<file path="config.mk">
export PLATFORM = sky130hd
export DESIGN_NAME = tile_assembler
export DESIGN_NICKNAME = d
export VERILOG_FILES = /design/src/rtl/tile_assembler.sv
export SDC_FILE = /design/constraint.sdc
export NUM_CORES = 1
export LEC_CHECK = 0
export ABC_CLOCK_PERIOD_IN_PS = 1700
export BUFFER_PORTS_ARGS = -buffer_cell sky130_fd_sc_hd__buf_2
export CAP_MARGIN = 20
export CORE_MARGIN = 2
export CORE_UTILIZATION = 35
export DETAILED_ROUTE_END_ITERATION = 8
export MAX_ROUTING_LAYER = met4
export PLACE_DENSITY = 0.55
export SLEW_MARGIN = 20
export SYNTH_ARGS = -nofsm -noshare
export SYNTH_HDL_FRONTEND = slang
export SYNTH_SLANG_ARGS = --single-unit
</file>
<file path="constraint.sdc">
create_clock -name clk -period 1.7 [get_ports clk]
set_clock_uncertainty 0.1 [all_clocks]
set_input_delay 0.255 -clock clk [delete_from_list [all_inputs] [get_ports clk]]
set_output_delay 0.255 -clock clk [all_outputs]
set_load 0.01 [all_outputs]
</file>
<file path="src/rtl/tile_assembler.sv">
// tile_assembler: packs a row-major pixel stream into flattened TILE_DIM x TILE_DIM tiles (pixel 0 in MSBs).
// Define TILE_ASM_DOUBLE_BUF_EN to let the fill register run ahead of a held output tile.
module tile_assembler #(
  parameter int PIX_W    = 8,
  parameter int TILE_DIM = 4,
  parameter int TILE_W   = PIX_W*TILE_DIM*TILE_DIM
) (
  input  logic              clk,
  input  logic              rst,
  input  logic [PIX_W-1:0]  pix_in,
  input  logic              pix_valid,
  input  logic              pix_sof,
  output logic              pix_ready,
  output logic [TILE_W-1:0] tile_out,
  output logic              tile_valid,
  input  logic              tile_ready,
  output logic              sof_err,
  output logic [7:0]        drop_cnt
);
  localparam int N     = TILE_DIM*TILE_DIM;
  localparam int IDX_W = $clog2(N);
  localparam logic [IDX_W-1:0] LAST = IDX_W'(N-1);

  typedef enum logic {FILLING, FULL} fill_state_e;
  typedef enum logic {EMPTY, VALID} out_state_e;

  fill_state_e               fill_state_q, fill_state_d;
  out_state_e                out_state_q, out_state_d;
  logic [IDX_W-1:0]          idx_q, idx_d;
  logic [N-1:0][PIX_W-1:0]   fill_q, fill_d;
  logic [N-1:0][PIX_W-1:0]   tile_q, tile_d;
  logic                      sof_err_q, sof_err_d;
  logic [7:0]                drop_cnt_q, drop_cnt_d;
  logic                      pix_acc, tile_acc, complete;
  logic [IDX_W-1:0]          slot;

`ifdef TILE_ASM_DOUBLE_BUF_EN
  assign pix_ready = !rst && (fill_state_q != FULL);
`else
  assign pix_ready = !rst && (out_state_q == EMPTY);
`endif

  assign tile_out   = tile_q;
  assign tile_valid = (out_state_q == VALID);
  assign sof_err    = sof_err_q;
  assign drop_cnt   = drop_cnt_q;

  always_comb begin
    fill_state_d = fill_state_q;
    out_state_d  = out_state_q;
    idx_d        = idx_q;
    fill_d       = fill_q;
    tile_d       = tile_q;
    sof_err_d    = 1'b0;
    drop_cnt_d   = drop_cnt_q;
    pix_acc      = pix_valid && pix_ready;
    tile_acc     = (out_state_q == VALID) && tile_ready;
    // An SOF pixel restarts the tile at slot 0, abandoning whatever was partially filled.
    slot         = pix_sof ? '0 : idx_q;
    complete     = pix_acc && (slot == LAST);

    if (pix_acc) begin
      fill_d[LAST - slot] = pix_in;
      idx_d = complete ? '0 : slot + 1'b1;
      if (pix_sof && (idx_q != '0)) begin
        sof_err_d = 1'b1;
        if (drop_cnt_q != 8'hFF) drop_cnt_d = drop_cnt_q + 8'd1;
      end
    end

    if (tile_acc) out_state_d = EMPTY;

    if (complete) begin
      if ((out_state_q == EMPTY) || tile_acc) begin
        tile_d      = fill_d;
        out_state_d = VALID;
      end else begin
        fill_state_d = FULL;
      end
    end else if ((fill_state_q == FULL) && tile_acc) begin
      tile_d       = fill_q;
      out_state_d  = VALID;
      fill_state_d = FILLING;
    end
  end

  always_ff @(posedge clk) begin
    if (rst) begin
      fill_state_q <= FILLING;
      out_state_q  <= EMPTY;
      idx_q        <= '0;
      fill_q       <= '0;
      tile_q       <= '0;
      sof_err_q    <= 1'b0;
      drop_cnt_q   <= '0;
    end else begin
      fill_state_q <= fill_state_d;
      out_state_q  <= out_state_d;
      idx_q        <= idx_d;
      fill_q       <= fill_d;
      tile_q       <= tile_d;
      sof_err_q    <= sof_err_d;
      drop_cnt_q   <= drop_cnt_d;
    end
  end

endmodule

</file>
==> results.py, run 1 <==
metrics = {
    "run_status": {
        "status": "finished, violations left",
        "violations": "setup timing",
    },
    "global_route": {
        "grt_pass1_wl_um": 41900,
        "grt_max_degree": 86,
        "grt_use_total_pct": 18.7,
        "grt_antenna_before_repair": 3,
        "grt_pass1_vias": 7628,
        "gr-total-overflow": 0,
    },
    "detailed_routing": {
        "initialDrtViolationCount": 479,
        "final_antenna_net_count": 0,
        "dr_wl_met3_um": 1460,
        "wl_per_cell_um": 18.2,
        "vias": 8238,
        "viasPerCell": 5.14,
        "wl_um": 29200,
        "wl_met1_um": 13500,
        "drcViolationCount": 0,
        "route.met2.wl_um": 13900,
        "dr.pass1.iters": 7,
        "top_layer_used": "met4",
    },
    "worst_setup_path": {
        "cp-startpoint": "idx_q[2]$_SDFFE_PP0N_",
        "worstRegToRegCells": 5,
        "timing.rr.end": "tile_out[69]$_SDFFE_PP0P_",
        "arrival_ps": 2060,
        "reg2reg_slack_ps": -30,
        "crit_type": "reg -> reg",
        "required_ps": 2030,
        "critPathMaxFanout": 14,
        "end_kind": "register",
        "crit_path_start_kind": "register",
        "r2r-start": "idx_q[2]$_SDFFE_PP0N_",
    },
    "clocking": {
        "cts_buffers": 30,
        "cts_sinks": 271,
        "clk_latency_ps": 550,
        "htree_num_levels": 1,
        "clockBufferDepth": 3,
        "cts_tree": "yes",
        "cts.clk_slew.worst_paths_ps": 60,
        "cts_root_buf": "clkbuf_16",
    },
    "yosys": {
        "syn_nets": 1049,
        "yosysTopAreaCell": "dfxtp_1",
        "synth_top_family_by_area": "compound AO/OA/AOI/OAI gates",
        "synth_ff_type": "dfxtp_1",
        "synthTopCellsByCount": "dfxtp_1, nand2_1, a21oi_1, nand3_1, a22o_1",
        "async_flop_share_pct": 0,
        "synth_area_mm2": 0.00966,
        "synthMuxAreaShare_pct": 5.90,
        "synth-compound-area-share_pct": 17.5,
        "synthAdderAreaFrac_pct": 0.129,
        "synth-simple-area-share_pct": 16.0,
        "ys_seq_elements": 271,
        "avgSynthCellArea_um2": 9.34,
        "syn-instance-count": 1035,
        "yosysSeqAreaShare_pct": 56.1,
        "synth-xor-area-share_pct": 0,
        "synth-edff-count": 0,
        "ys.warnings.count": 0,
        "synth_cell_types": 47,
        "synthTopCellsByArea": "dfxtp_1, nand2_1, a21oi_1",
        "synth_top_area_share_pct": 56.1,
        "synth.most_common_cell": "dfxtp_1",
    },
    "timing": {
        "finalSetupViolations": 39,
        "fin_ws_ps": -30.6,
        "finalHoldViolations": 0,
        "finalSetupTns_ps": -667,
        "min_period_ps": 1730,
        "slew_violations": 0,
        "finalCritPeriodShare_pct": 102,
        "worst_pin_slew_ps": 577,
        "timing.fmax_mhz": 578,
        "max_slew_margin_pct": 61.5,
        "rsz0062_at_grt": "yes",
    },
    "final_layout": {
        "syn2layout_area_growth_pct": 38.7,
        "nets": 1256,
        "final_layout_size_suffix_gt1_share_pct": 33.0,
        "num-fill-cells": 2522,
        "instances_no_fill": 1604,
    },
    "power_and_ir_drop": {
        "power_density_mw_per_mm2": 996,
        "p_int_uw": 10400,
        "ir_drop_mv": 0.667,
        "p_sw_share_pct": 21.9,
        "power_frac_seq_pct": 47.8,
        "p_comb_share_pct": 4.2,
        "clkPwrFrac_pct": 48.1,
        "p_switching_uw": 2930,
        "p_leak_uw": 0.00546,
        "total_power_uw": 13400,
    },
    "die": {
        "die_h_um": 170,
        "start_util_pct": 35.8,
        "die_width_um": 170,
        "core-area_mm2": 0.0270,
        "row_count": 60,
        "io_pins": 152,
        "dieArea_mm2": 0.0290,
    },
    "hold_path": {
        "whs_endpoint": "idx_q[2]$_SDFFE_PP0N_",
        "hp-start": "rst",
        "whs_path_depth": 3,
        "hold_path_class": "in -> reg",
    },
    "run": {
        "maxCapViolations": 0,
    },
    "placement": {
        "gp_congestion": 0.769,
        "dp.cells": 1524,
        "place_ws_ps": -101,
        "numPortBuffers": 151,
        "hpwl_um": 17300,
    },
}
[worst max path at each step]
stage,endpoint,slack (ps),cells after the start
after global routing,tile_out[74]$_SDFFE_PP0P_,-90,6
after floorplan,tile_out[64]$_SDFFE_PP0P_,-90,9
final,tile_out[69]$_SDFFE_PP0P_,-30,5
after CTS,tile_out[115]$_SDFFE_PP0P_,-7,6
after detailed placement,tile_out[99]$_SDFFE_PP0P_,-100,6
after global placement,tile_out[96]$_SDFFE_PP0P_,-60,6
[state kept, by name, indices dropped and copies added (netlist names)]
| name | cells |
|---|---|
| fill_q | 128 |
| tile_out | 128 |
| drop_cnt | 8 |
| idx_q | 4 |
| fill_state_q | 1 |
| sof_err | 1 |
| tile_valid | 1 |
[metrics by stage]
step           hold WS [ps]  cell area (um2)  utilization, %
2_1_floorplan           302             9710               -
5_1_grt                24.2            13400            49.6
4_1_cts               0.536            12500            46.4
6_report               29.2            13400            49.6
3_5_place_dp            347            11400            42.3
3_3_place_gp            339            11400            42.3
[layout by cell type, fill, tap and decap left out, types with 12 or more instances in the layout]
master	netlist	routed
a22oi_2	0	17
nor2_1	52	51
a21oi_2	0	24
clkbuf_16	0	39
o21ai_1	24	24
nand3_1	77	75
nand2_1	186	173
buf_2	19	150
nand2_2	0	12
buf_12	0	20
a22o_1	56	56
buf_4	1	45
dfxtp_1	271	266
mux2i_1	48	36
a21oi_1	129	104
buf_6	6	30
[power groups by stage]
stage | logic [uW] | registers (uW) | clock network, uW
3_3_place_gp | 472 | 6520 | 0
4_1_cts | 490 | 6380 | 6550
6_report | 556 | 6380 | 6420
5_1_grt | 591 | 6380 | 6820
3_5_place_dp | 472 | 6520 | 0
2_1_floorplan | 219 | 6520 | 0
[layout make-up]
| type | instances | area [um2] | share of cell area, % |
|---|---|---|---|
| Antenna cell | 3 | 7.51 | 0.0560 |
| Clock inverter | 10 | 108 | 0.803 |
| Clock buffer | 40 | 870 | 6.49 |
| Timing Repair Buffer | 261 | 2160 | 16.1 |
| Multi-Input combinational cell | 673 | 4370 | 32.6 |
| Inverter | 5 | 18.8 | 0.140 |
| Tap cell | 341 | 427 | 3.18 |
| Sequential cell | 271 | 5440 | 40.6 |
[what timing repair did]
action / 4_1_cts / 5_1_grt
buffers inserted: 5 / 7
endpoints found under the setup margin: 138 / 225
cloned: 2 / 12
hold endpoints to repair: 2 / 0
pin swaps: 5 / 55
gates resized for setup: 17 / 128
hold buffers: 2 / 0
[layer usage]
metal  GRT usage [%]  vias up
met1            24.6     3900
met3            2.98       34
li1                -     4068
met2            30.0      236
met5               -        -
met4            4.68        0
[kinds of logic (layout without fill, tap and decap cells)]
family | count (synthesis) | after routing
flops | 271 | 271
simple gates | 349 | 349
other cells | 0 | 3
buf+inv | 91 | 316
mux | 56 | 56
compound gates | 267 | 267
fa+ha+maj | 1 | 1
[critical path, cell delays in order (launching register included)]
cell and delay, ps:
dfxtp_4 370, and4b_2 240, and2_4 180, or2_4 330, buf_12 180, a22o_1 190
Note: power is estimated with default switching activity, not from simulation.
==> inputs of run 2 (changes only) <==
--- a/config.mk
+++ b/config.mk
@@ -11,9 +11,11 @@
 export CORE_MARGIN = 2
 export CORE_UTILIZATION = 35
 export DETAILED_ROUTE_END_ITERATION = 8
+export GPL_TIMING_DRIVEN = 0
 export MAX_ROUTING_LAYER = met4
 export PLACE_DENSITY = 0.55
 export SLEW_MARGIN = 20
 export SYNTH_ARGS = -nofsm -noshare
 export SYNTH_HDL_FRONTEND = slang
 export SYNTH_SLANG_ARGS = --single-unit
+export TNS_END_PERCENT = 1
==> run 2 against run 1 <==
Net effect:
- the flow still finishes with violations (setup timing)
- fmax down 5.4%
- core utilization down 2.3 points
- wire length down 0.69%
- sequential power about the same
- sequential share of layout area up 1.9 points
- register-to-register slack worse by 98 ps
- critical path type unchanged
==> results.py, run 2 (synthesized netlist as in run 1, its figures left out) <==
metrics = {
    "global_route": {
        "grt_antenna_before_repair": 1,
        "grt_max_degree": 14,
        "grt_pass1_wl_um": 44500,
        "busiest_layer": "met2",
        "gr-total-overflow": 0,
        "grt_pass1_vias": 7853,
        "use_met2_pct": 32.2,
        "met3_usage_pct": 3.93,
        "grtUsageMet1_pct": 26.8,
        "grt_use_total_pct": 20.2,
    },
    "detailed_routing": {
        "wl_um": 29000,
        "dr.pass1.iters": 5,
        "final_antenna_net_count": 0,
        "initialDrtViolationCount": 381,
        "wl_per_cell_um": 18.0,
        "viasPerCell": 5.08,
        "vias": 8196,
        "drcViolationCount": 0,
    },
    "die": {
        "row_count": 60,
        "core-area_mm2": 0.0270,
        "io_pins": 152,
        "start_util_pct": 35.8,
        "die_width_um": 170,
        "dieArea_mm2": 0.0290,
        "die_h_um": 170,
    },
    "timing": {
        "worst_pin_slew_ps": 858,
        "rsz0062_at_grt": "yes",
        "finalCritPeriodShare_pct": 108,
        "slew_violations": 0,
        "timing.fmax_mhz": 547,
        "max_slew_margin_pct": 42.8,
        "whs_ps": 7.50,
        "finalSetupViolations": 117,
        "fin_ws_ps": -128,
        "min_period_ps": 1830,
        "finalHoldViolations": 0,
    },
    "final_layout": {
        "final_core_utilization_pct": 47.3,
        "num-fill-cells": 2590,
        "instances_no_fill": 1612,
        "final_layout_size_suffix_gt1_share_pct": 27.6,
        "layout_common_cells": "dfxtp_1, nand2_1, buf_2",
        "nets": 1262,
        "final_common_cell": "dfxtp_1",
        "syn2layout_area_growth_pct": 32.3,
    },
    "run": {
        "maxCapViolations": 0,
    },
    "hold_path": {
        "whs_path_depth": 3,
        "hp-start": "pix_in[1]",
        "hold_path_class": "in -> reg",
        "whs_endpoint": "fill_q[57]$_SDFF_PP0_",
    },
    "power_and_ir_drop": {
        "p_leak_uw": 0.00524,
        "ir_drop_mv": 0.725,
        "power_density_mw_per_mm2": 1030,
    },
    "worst_setup_path": {
        "end_kind": "register",
        "slowest_stage": "dfxtp_2",
        "arrival_ps": 2190,
        "worstRegToRegCells": 9,
        "cp_common_cell": "buf_12",
        "path_cells": "buf_6 > nor4bb_4 > buf_4 > buf_12 > a211oi_4 > buf_12 > buf_8 > a22oi_1 > o21ai_1",
        "crit_path_start_kind": "register",
        "critPathMaxStageDelay_ps": 310,
        "crit_type": "reg -> reg",
        "timing.rr.end": "tile_out[109]$_SDFFE_PP0P_",
        "required_ps": 2060,
        "r2r-start": "idx_q[1]$_SDFFE_PP0N_",
        "reg2reg_slack_ps": -130,
        "critPathMaxFanout": 10,
    },
    "placement": {
        "gp_congestion": 0.819,
        "dp.cells": 1525,
        "place_ws_ps": -873,
        "hpwl_um": 19300,
        "numPortBuffers": 149,
    },
    "run_status": {
        "status": "finished, violations left",
        "violations": "setup timing",
    },
    "clocking": {
        "cts.clk_slew.worst_paths_ps": 60,
        "cts_buffers": 29,
        "cts_root_buf": "clkbuf_16",
        "htree_num_levels": 1,
        "clockBufferDepth": 3,
        "cts_sinks": 271,
        "clk_latency_ps": 540,
        "cts_tree": "yes",
    },
}
==> run 2: changes by cell type in the layout (fill, tap and decap cells not counted), sizes merged <==
cell	change
clkbuf	+37
buf	-27
clkinvlp	-3
dlygate4sd3	+3
diode	-2
clkinv	-1
inv	+1
==> run 2: final cells by class <==
class	count	area (um2)	share of cell area, %
flip-flops and latches	271	5440	42.5
multi-input cells	673	4130	32.3
clock buffers	46	870	6.80
plain buffers	82	659	5.16
repair buffers	186	1150	9.00
inverters	5	21.3	0.166
clock inverters	7	91.3	0.714
diodes	1	2.50	0.0196
well taps	341	427	3.34
==> run 2: where the power goes <==
part           leakage (uW)  internal, uW  total (uW)  switching [uW]
clock network      0.000475          3790        6340            2540
logic               0.00258           164         508             345
registers           0.00219          6360        6380            11.4
==> run 2: stage by stage <==
step                total power, uW  cell area, um2  TNS [ps]
floorplan                      6730            9700     -7080
detailed placement             6910           10900   -164960
global placement               6910           10900   -164620
CTS                           13300           12500    -10600
finish                        13200           12800     -8710
global route                  13600           12800    -18530
==> run 2: worst max-delay path by stage <==
stage / from / to / slack [ps]
after detailed placement: tile_ready / tile_out[64]$_SDFFE_PP0P_ / -870
final: idx_q[1]$_SDFFE_PP0N_ / tile_out[109]$_SDFFE_PP0P_ / -130
after global placement: tile_ready / tile_out[64]$_SDFFE_PP0P_ / -860
after global routing: idx_q[1]$_SDFFE_PP0N_ / tile_out[110]$_SDFFE_PP0P_ / -200
after CTS: idx_q[1]$_SDFFE_PP0N_ / tile_out[77]$_SDFFE_PP0P_ / -150
after floorplan: idx_q[1]$_SDFFE_PP0N_ / tile_out[64]$_SDFFE_PP0P_ / -90
==> run 2: critical path, delay by kind of cell (launching register included) <==
kind	cells	cell delay, ps
buffers and inverters	5	750
flip-flops	1	310
AND/OR/NAND/NOR	1	140
AO/OA/AOI/OAI	3	430
==> run 2: timing repair <==
item,in CTS,in global routing
pin swaps,22,13
hold buffers,5,0
endpoints found under the setup margin,269,265
buffers inserted,24,5
hold endpoints to repair,8,0
gates cloned,2,1
gates resized for setup,121,84
==> run 2: layer usage <==
layer  vias to the layer above  routed length (um)
met1                      3875               13700
met4                         0                 382
met3                        37                1590
li1                       4087                   -
met2                       197               13300
met5                         -                   0
